<file path="src/rtl/controle_varredura_matriz.sv">
// ---------------------------------------------------------------------------
// controle_varredura_matriz
// Scan controller for a 7x5 LED matrix. Lights one row at a time. Each row's
// column pattern is fetched from an external pattern memory. A blanking gap
// follows every row to avoid ghosting. The displayed frame is chosen by the
// mode switches: off, fixed, auto-advance, or manual step by button.
//
// Ports
//   clock_50MHz   in   1  system clock, rising edge
//   reset         in   1  asynchronous, active-high
//   chaves        in   2  mode: 00 off, 01 fixed, 10 auto, 11 manual (async)
//   botao         in   1  manual step button, active-high (async)
//   dado_colunas  in   5  pattern for (end_quadro, end_linha), 1 = LED on
//   end_quadro    out  3  frame address to the pattern memory
//   end_linha     out  3  row address to the pattern memory (0..6)
//   linhas        out  7  row drives, active-low, one-hot
//   colunas       out  5  column drives, active-low
//   fim_quadro    out  1  one-cycle pulse at each frame boundary
// ---------------------------------------------------------------------------
module controle_varredura_matriz #(
  parameter int DIV_LINHA    = 50000,
  parameter int APAGA        = 500,
  parameter int N_QUADROS    = 8,
  parameter int QUADROS_AUTO = 100
) (
  input  logic       clock_50MHz,
  input  logic       reset,
  input  logic [1:0] chaves,
  input  logic       botao,
  input  logic [4:0] dado_colunas,
  output logic [2:0] end_quadro,
  output logic [2:0] end_linha,
  output logic [6:0] linhas,
  output logic [4:0] colunas,
  output logic       fim_quadro
);

  localparam int MAXC = (DIV_LINHA > APAGA) ? DIV_LINHA : APAGA;
  localparam int CW   = (MAXC > 1) ? $clog2(MAXC) : 1;
  localparam int FW   = $clog2(QUADROS_AUTO + 1);

  localparam logic [CW-1:0] C_FIM_EXIBE = CW'(DIV_LINHA - 1);
  localparam logic [CW-1:0] C_FIM_APAGA = CW'((APAGA > 0) ? (APAGA - 1) : 0);
  localparam logic [FW-1:0] C_QA        = FW'(QUADROS_AUTO);
  localparam logic [2:0]    C_ULT_Q     = 3'(N_QUADROS - 1);

  typedef enum logic [1:0] {
    DESLIGADO = 2'd0,
    CARREGA   = 2'd1,
    EXIBE     = 2'd2,
    APAGADO   = 2'd3
  } estado_t;

  // Synchronizers
  logic [1:0] r_chaves_s1, r_chaves_s2;
  logic       r_botao_s1, r_botao_s2, r_botao_ant, r_pendente;
  logic       w_borda;
  logic       w_consome;

  // Scan state and registered outputs
  estado_t       r_estado, w_estado_next;
  logic [CW-1:0] r_cnt, w_cnt_next;
  logic [2:0]    r_linha, w_linha_next;
  logic [FW-1:0] r_cont_q, w_cont_q_next;
  logic [2:0]    r_end_quadro, w_end_quadro_next;
  logic [6:0]    r_linhas, w_linhas_next;
  logic [4:0]    r_colunas, w_colunas_next;
  logic          r_fim, w_fim_next;
  logic          w_fim_linha;
  logic [2:0]    w_eq_avanca;

  always_ff @(posedge clock_50MHz or posedge reset) begin
    if (reset) begin
      r_chaves_s1 <= 2'b00;
      r_chaves_s2 <= 2'b00;
    end else begin
      r_chaves_s1 <= chaves;
      r_chaves_s2 <= r_chaves_s1;
    end
  end

  assign w_borda = r_botao_s2 & ~r_botao_ant;

  // Button edge detector and step request. A request only lives in manual
  // mode. When the frame boundary consumes it, a press landing in that
  // same cycle is kept for the following frame.
  always_ff @(posedge clock_50MHz or posedge reset) begin
    if (reset) begin
      r_botao_s1  <= 1'b0;
      r_botao_s2  <= 1'b0;
      r_botao_ant <= 1'b0;
      r_pendente  <= 1'b0;
    end else begin
      r_botao_s1  <= botao;
      r_botao_s2  <= r_botao_s1;
      r_botao_ant <= r_botao_s2;
      if (r_chaves_s2 != 2'b11) begin
        r_pendente <= 1'b0;
      end else if (w_consome) begin
        r_pendente <= w_borda;
      end else if (w_borda) begin
        r_pendente <= 1'b1;
      end
    end
  end

  assign w_eq_avanca = (r_end_quadro == C_ULT_Q) ? 3'd0 : (r_end_quadro + 3'd1);

  always_ff @(posedge clock_50MHz or posedge reset) begin
    if (reset) begin
      r_estado     <= DESLIGADO;
      r_cnt        <= '0;
      r_linha      <= 3'd0;
      r_cont_q     <= '0;
      r_end_quadro <= 3'd0;
      r_linhas     <= 7'h7F;
      r_colunas    <= 5'h1F;
      r_fim        <= 1'b0;
    end else begin
      r_estado     <= w_estado_next;
      r_cnt        <= w_cnt_next;
      r_linha      <= w_linha_next;
      r_cont_q     <= w_cont_q_next;
      r_end_quadro <= w_end_quadro_next;
      r_linhas     <= w_linhas_next;
      r_colunas    <= w_colunas_next;
      r_fim        <= w_fim_next;
    end
  end

  always_comb begin
    w_estado_next     = r_estado;
    w_cnt_next        = r_cnt;
    w_linha_next      = r_linha;
    w_cont_q_next     = r_cont_q;
    w_end_quadro_next = r_end_quadro;
    w_linhas_next     = 7'h7F;
    w_colunas_next    = 5'h1F;
    w_fim_next        = 1'b0;
    w_consome         = 1'b0;
    w_fim_linha       = 1'b0;

    if (r_chaves_s2 == 2'b00) begin
      // Off overrides everything at once; the frame address is kept.
      w_estado_next = DESLIGADO;
      w_cnt_next    = '0;
      w_linha_next  = 3'd0;
      w_cont_q_next = '0;
    end else begin
      case (r_estado)
        DESLIGADO: begin
          w_estado_next = CARREGA;
          w_cnt_next    = '0;
          w_linha_next  = 3'd0;
        end
        CARREGA: begin
          // The address has been stable for this whole cycle, so the
          // memory data is valid at this edge.
          w_estado_next  = EXIBE;
          w_cnt_next     = '0;
          w_linhas_next  = ~(7'd1 << r_linha);
          w_colunas_next = ~dado_colunas;
        end
        EXIBE: begin
          w_linhas_next  = r_linhas;
          w_colunas_next = r_colunas;
          if (r_cnt == C_FIM_EXIBE) begin
            w_cnt_next     = '0;
            w_linhas_next  = 7'h7F;
            w_colunas_next = 5'h1F;
            if (APAGA == 0) begin
              w_fim_linha = 1'b1;
            end else begin
              w_estado_next = APAGADO;
            end
          end else begin
            w_cnt_next = r_cnt + CW'(1);
          end
        end
        APAGADO: begin
          if (r_cnt == C_FIM_APAGA) begin
            w_fim_linha = 1'b1;
          end else begin
            w_cnt_next = r_cnt + CW'(1);
          end
        end
        default: w_estado_next = DESLIGADO;
      endcase

      if (w_fim_linha) begin
        w_estado_next = CARREGA;
        w_cnt_next    = '0;
        if (r_linha == 3'd6) begin
          // Frame boundary: the only place where the frame address moves.
          w_linha_next = 3'd0;
          w_fim_next   = 1'b1;
          case (r_chaves_s2)
            2'b10: begin
              if (r_cont_q + FW'(1) == C_QA) begin
                w_cont_q_next     = '0;
                w_end_quadro_next = w_eq_avanca;
              end else begin
                w_cont_q_next = r_cont_q + FW'(1);
              end
            end
            2'b11: begin
              w_cont_q_next = '0;
              w_consome     = 1'b1;
              if (r_pendente) begin
                w_end_quadro_next = w_eq_avanca;
              end
            end
            default: w_cont_q_next = '0;
          endcase
        end else begin
          w_linha_next = r_linha + 3'd1;
        end
      end
    end
  end

  assign end_quadro = r_end_quadro;
  assign end_linha  = r_linha;
  assign linhas     = r_linhas;
  assign colunas    = r_colunas;
  assign fim_quadro = r_fim;

endmodule

</file>
<file path="config.mk">
export PLATFORM = sky130hd
export DESIGN_NAME = controle_varredura_matriz
export DESIGN_NICKNAME = d
export VERILOG_FILES = /design/src/rtl/controle_varredura_matriz.sv
export SDC_FILE = /design/constraint.sdc
export NUM_CORES = 1
export LEC_CHECK = 0
export CAP_MARGIN = 5
export CELL_PAD_IN_SITES_DETAIL_PLACEMENT = 1
export CELL_PAD_IN_SITES_GLOBAL_PLACEMENT = 1
export CORE_ASPECT_RATIO = 1.25
export CORE_MARGIN = 2
export CORE_UTILIZATION = 47
export CTS_BUF_LIST = sky130_fd_sc_hd__clkbuf_16
export DETAILED_ROUTE_END_ITERATION = 16
export HOLD_SLACK_MARGIN = 0.15
export PLACE_DENSITY = 0.93
export SLEW_MARGIN = 25
export SYNTH_ARGS = -nofsm -noshare
export SYNTH_HDL_FRONTEND = slang
export SYNTH_SLANG_ARGS = --single-unit
export TNS_END_PERCENT = 10
</file>
<file path="constraint.sdc">
create_clock -name clock_50MHz -period 3.4 [get_ports clock_50MHz]
set_input_delay 0.51 -clock clock_50MHz [delete_from_list [all_inputs] [get_ports clock_50MHz]]
set_output_delay 0.51 -clock clock_50MHz [all_outputs]
set_load 0.005 [all_outputs]
</file>
# == Word level (Yosys, flattened, before mapping) ==
# Index checks and enable logic that the tools add are counted.
# totals
reg_bits,52
latch_bits,0
ramBits,0
mem_bits_ro,0
in_bits,10
elab_cells,93
n_memories,0
# classes
addsub,4
multipliers,0
n_div,0
order_cmp,0
eq_ne,16
shift,1
n_mux,41
bitwise_logic,5
n_reduce_logical,12
# ops
operator,count
$mux 16,4
$mux 7,7
$pmux 16 s3,1
$mux 3,7
$add 16x1->16 const B,1
$eq 16x16->1 const B,1
$eq 16x9->1 const B,1
$pmux 7 s2,1
$mux 1,13
$mux 5,2
$pmux 5 s2,1
$eq 2x2->1 const B,4
$ne 4x4->1 const B,2
$add 7x1->7 const B,1
$eq 7x7->1 const B,1
$not 7->7,1
$shl 1x3->7 const A,1
$add 3x1->3 const B,2
$eq 3x3->1 const B,2
$mux 2,3
$ne 2x2->1 const B,3
$pmux 2 s3,1
$pmux 3 s2,1
$reduce_and 6->1,1
11 further kinds,17

# == Longest topological paths before layout ==
# depth
ltp_word,8
ltp_mapped,7

# == Worst setup path after synthesis ==
# No wires, ideal clock.
# synth_path
kind,reg2reg
start,reg r_estado[1]
end,reg r_end_quadro[0] (netlist: end_quadro[0])
setup_ns,0.125
arrival_ns,1.987
slack_ns,1.288
path_stages_with_launch,6
n_path_buf,0
path_cell_list,dfrtp_1 -> ha_1 -> or4bb_1 -> nor4_4 -> nand4_2 -> mux2_2
# synth_between
elab_chain_cells,4
# synth_rtl
item,line_no,text
from (decl),61,"estado_t r_estado, w_estado_next;"
from (signal assigned),120,r_estado <= w_estado_next;
$eq 2x2->1,150,case (r_estado)
$mux 1,150,
$mux 1,143,if (r_chaves_s2 == 2'b00) begin
$reduce_and 6->1 (no line),--,
to (signal assigned),124,r_end_quadro <= w_end_quadro_next;
to (decl),65,"logic [2:0] r_end_quadro, w_end_quadro_next;"
# Every way passes these cells. The select of a mux whose other input is x is not followed.
# A chain may end at the register's enable or synchronous reset.

# == Worst setup path in the final report ==
# layout_path
start,reg r_cnt[0]
end,reg r_cont_q[5]
# layout_between
elab_chain_cells,6
# layout_rtl
item,line_no,text
from (decl),62,"logic [CW-1:0] r_cnt, w_cnt_next;"
from (signal assigned),121,r_cnt <= w_cnt_next;
$eq 16x9->1,181,if (r_cnt == C_FIM_APAGA) begin
$mux 1,181,
$mux 1,150,
$mux 1,143,
$reduce_bool 2->1 (no line),--,
$reduce_and 2->1 (no line),--,
to (signal assigned),123,r_cont_q <= w_cont_q_next;
to (decl),64,"logic [FW-1:0] r_cont_q, w_cont_q_next;"
# Every way passes these cells. The select of a mux whose other input is x is not followed.

==> flow_summary_export.csv <==
group,metric,value,unit
run_status,status,"completed",
worst_setup_path,cp.arrival,2.73,ns
detailed_routing,drtAntennaViolNets,0,
yosys,synth_area,2570,um2
sta,slew_viol_final,0,
worst_setup_path,crit_path_frequent_cell,"o211ai_1",
hold_path,whs_endpoint,"r_chaves_s2[1]",
worst_setup_path,crit_path_start_kind,"flip-flop",
sta,fmax,390,MHz
clock_network,postCtsSetupRepairBufs,0,
yosys,ys_seq_elements,52,
die,coreArea,5370,um2
pwr,total_power,1.52,mW
job,max_cap_violations,0,
detailed_routing,drt_pre_antenna_iters,4,
placement,gp_routability_congestion,0.808,
yosys,avgSynthCellArea,10.4,um2
placement,place_area,2890,um2
sta,rsz0062_at_grt,"no",
clock_network,clockRootBuffer,"clkbuf_16",
worst_setup_path,crit_path_start,"r_cnt[0]",
die,floorplan.initialDensity,47.8,%
clock_network,clock_latency,0.29,ns
clock_network,clock-sinks,52,
finish,area_growth,17.7,%
die,die_x,70.1,um
clock_network,clk_pin_slew_worst_paths,0.07,ns
worst_setup_path,critPathMaxFanout,14,
pwr,power_density,503,nW/um2
finish,nets,293,
finish,layout-drive-gt1-share,10.9,%
die,dieHeight,86.6,um
finish,fin_area,3020,um2
sta,finalClockSkew,0.00924,ns
yosys,syn_nets,266,
worst_setup_path,worstPathRequired,3.57,ns
worst_setup_path,worst_path_max_delay_cell,"or4b_1",
worst_setup_path,cpPeakStageDelay,0.54,ns
global_routing,track_usage,21.8,%
detailed_routing,remaining_drc_errors,0,
clock_network,clockBufferDepth,2,
detailed_routing,wl,6040,um
clock_network,cts_max_level,2,
finish,n_antenna_cell,0,
worst_setup_path,rrSetupSlack,0.84,ns
sta,setup_violations,0,
clock_network,cts_resized,0,
clock_network,hold_buffers,0,
worst_setup_path,r2r_cells,6,
worst_setup_path,cp_cell_sequence,"ha_1, or4b_1, nor4_4, nand2_1, o211ai_1, o211ai_1",
sta,min_period_over_period,75.4,%
clock_network,cts_tree,"done",
die,ios,29,
detailed_routing,wl_per_cell,17.9,um
placement,io_buffers,28,
finish,final_common_cell,"nor2_1",
finish,final_cell_mix,"47 x nor2_1, 40 x dfrtp_1, 28 x clkdlybuf4s50_1",
worst_setup_path,crit_family,"simple AND/OR/NAND/NOR gates",
sta,finalHoldViolCount,0,
pwr,leakagePower,1.23,nW
worst_setup_path,critPathCaptureType,"flip-flop",
worst_setup_path,path_class,"flip-flop to flip-flop",
hold_path,hold_path.class,"flip-flop to flip-flop",
sta,relSlewSlack,53.5,%
yosys,synth.distinct_cells,47,
pwr,ir_drop,0.000288,V
worst_setup_path,r2r-start,"r_cnt[0]",
sta,worst_slew_pin_slew,0.688,ns
global_routing,grt_pass1_wl,10400,um
die,fp-row-count,30,
hold_path,min_path_cells,0,
sta,finalSetupTns,0,ns
worst_setup_path,worstReg2RegEnd,"r_cont_q[5]",
global_routing,grt_pass1_vias,2145,
die,die_area,6070,um2
global_routing,grt_antenna_before_repair,0,
global_routing,grt_max_degree,53,
yosys,yosysSeqAreaShare,51.3,%
detailed_routing,vias,1988,
worst_setup_path,worst-path-buf-inv,0,
clock_network,numCtsBuffers,5,
hold_path,hold_start,"r_chaves_s1[1]",
detailed_routing,first_iter_violations,194,
sta,layout_min_cycle_time,2.56,ns
yosys,yosysWarnings,0,
detailed_routing,avgViaCountPerCell,5.88,
yosys,synthCells,246,
placement,place_hpwl,3860,um
global_routing,globalRoute.totalOverflow,0,
-- routing by layer --
layer / track usage, % / part of all wire, % / vias up
li1: - / - / 929
met1: 27.0 / 43 / 1014
met2: 38.5 / 53 / 36
met3: 3.37 / 2.5 / 9
met4: 8.39 / 2.1 / 0
met5: 0 / 0 / -
-- worst max path at each step --
stage | endpoint | slack (ns) | cells after the start
6_report | r_cont_q[5] | 0.84 | 6
5_1_grt | r_cont_q[5] | 0.69 | 6
4_1_cts | r_cnt[14] | 0.82 | 6
3_5_place_dp | end_quadro[0] | 0.95 | 5
3_3_place_gp | end_quadro[1] | 1.02 | 5
2_1_floorplan | end_quadro[0] | 1.29 | 5
-- kinds of logic (layout without fill, tap and decap cells) --
family | count (synthesis) | in the layout | share of synthesized area [%]
AOI/OAI and AO/OA | 37 | 37 | 10.1
muxes | 5 | 5 | 2.14
DFF | 52 | 52 | 51.3
xor gates and xnor gates | 14 | 14 | 4.78
and+or+nand+nor | 111 | 111 | 23.7
buffers and inverters | 17 | 45 | 3.07
adders and majority gates | 10 | 10 | 4.87
-- per-stage QoR --
step,hold slack (ns),worst slack (ns),util (%),std cells
floorplan,0.331,1.29,-,246
global placement,0.332,1.02,53.7,330
detailed placement,0.336,0.947,53.8,330
CTS,0.353,0.822,56.3,338
global route,0.358,0.693,56.3,338
finish,0.349,0.836,56.3,338
-- Yosys cell counts, drive strengths merged --
cell     number  area, um2
nor2         47        176
dfrtp        40       1000
nand2        14       55.1
dfstp        12        315
nand3        12       60.1
a21oi        10       50.1
ha           10        125
inv           9       33.8
and3          8       51.3
xnor2         8       70.1
o211ai        6       45.0
xor2          6       52.6
clkbuf        5       18.8
a31oi         4       25.0
a41oi         4       35.0
mux2          4       45.0
nand4         4       31.3
and2          3       18.8
buf           3       26.3
nand4b        3       26.3
nor4          3       48.8
o21ai         3       18.8
or4bb         3       33.8
nand2b        2       12.5
nand3b        2       15.0
nor3          2       10.0
nor4b         2       17.5
o31ai         2       15.0
o41ai         2       17.5
or4b          2       20.0
a211oi        1       7.51
a221oi        1       8.76
a2bb2oi       1       8.76
a311oi        1       8.76
mux2i         1       10.0
nor2b         1       6.26
o221ai        1       8.76
o41a          1       11.3
or2           1       6.26
or3b          1       8.76
or4           1       11.3
-- sequential cells by signal (all words and copies together) (netlist names) --
register     cells
r_botao_s1       1
r_chaves_s2      2
r_pendente       1
end_quadro       3
r_botao_ant      1
r_botao_s2       1
linhas           7
colunas          5
fim_quadro       1
r_cont_q         7
r_estado         2
r_chaves_s1      2
end_linha        3
r_cnt           16
-- cell type report --
| type | count | area [um2] |
|---|---|---|
| clock buffers | 5 | 125 |
| clock inverters | 3 | 11.3 |
| fillers | 592 | 2350 |
| inverters | 9 | 36.3 |
| multi-input cells | 177 | 1170 |
| flip-flops and latches | 52 | 1320 |
| well taps | 64 | 80.1 |
| repair buffers | 28 | 280 |
-- report_power, final --
| group | total (mW) | switching [mW] | internal [mW] | leakage, nW |
|---|---|---|---|---|
| logic | 0.322 | 0.195 | 0.127 | 0.496 |
| registers | 0.721 | 0.0402 | 0.681 | 0.665 |
| clock network | 0.478 | 0.213 | 0.265 | 0.0738 |
| total | 1.52 | 0.448 | 1.07 | 1.23 |
(Power assumes the default switching activity.)
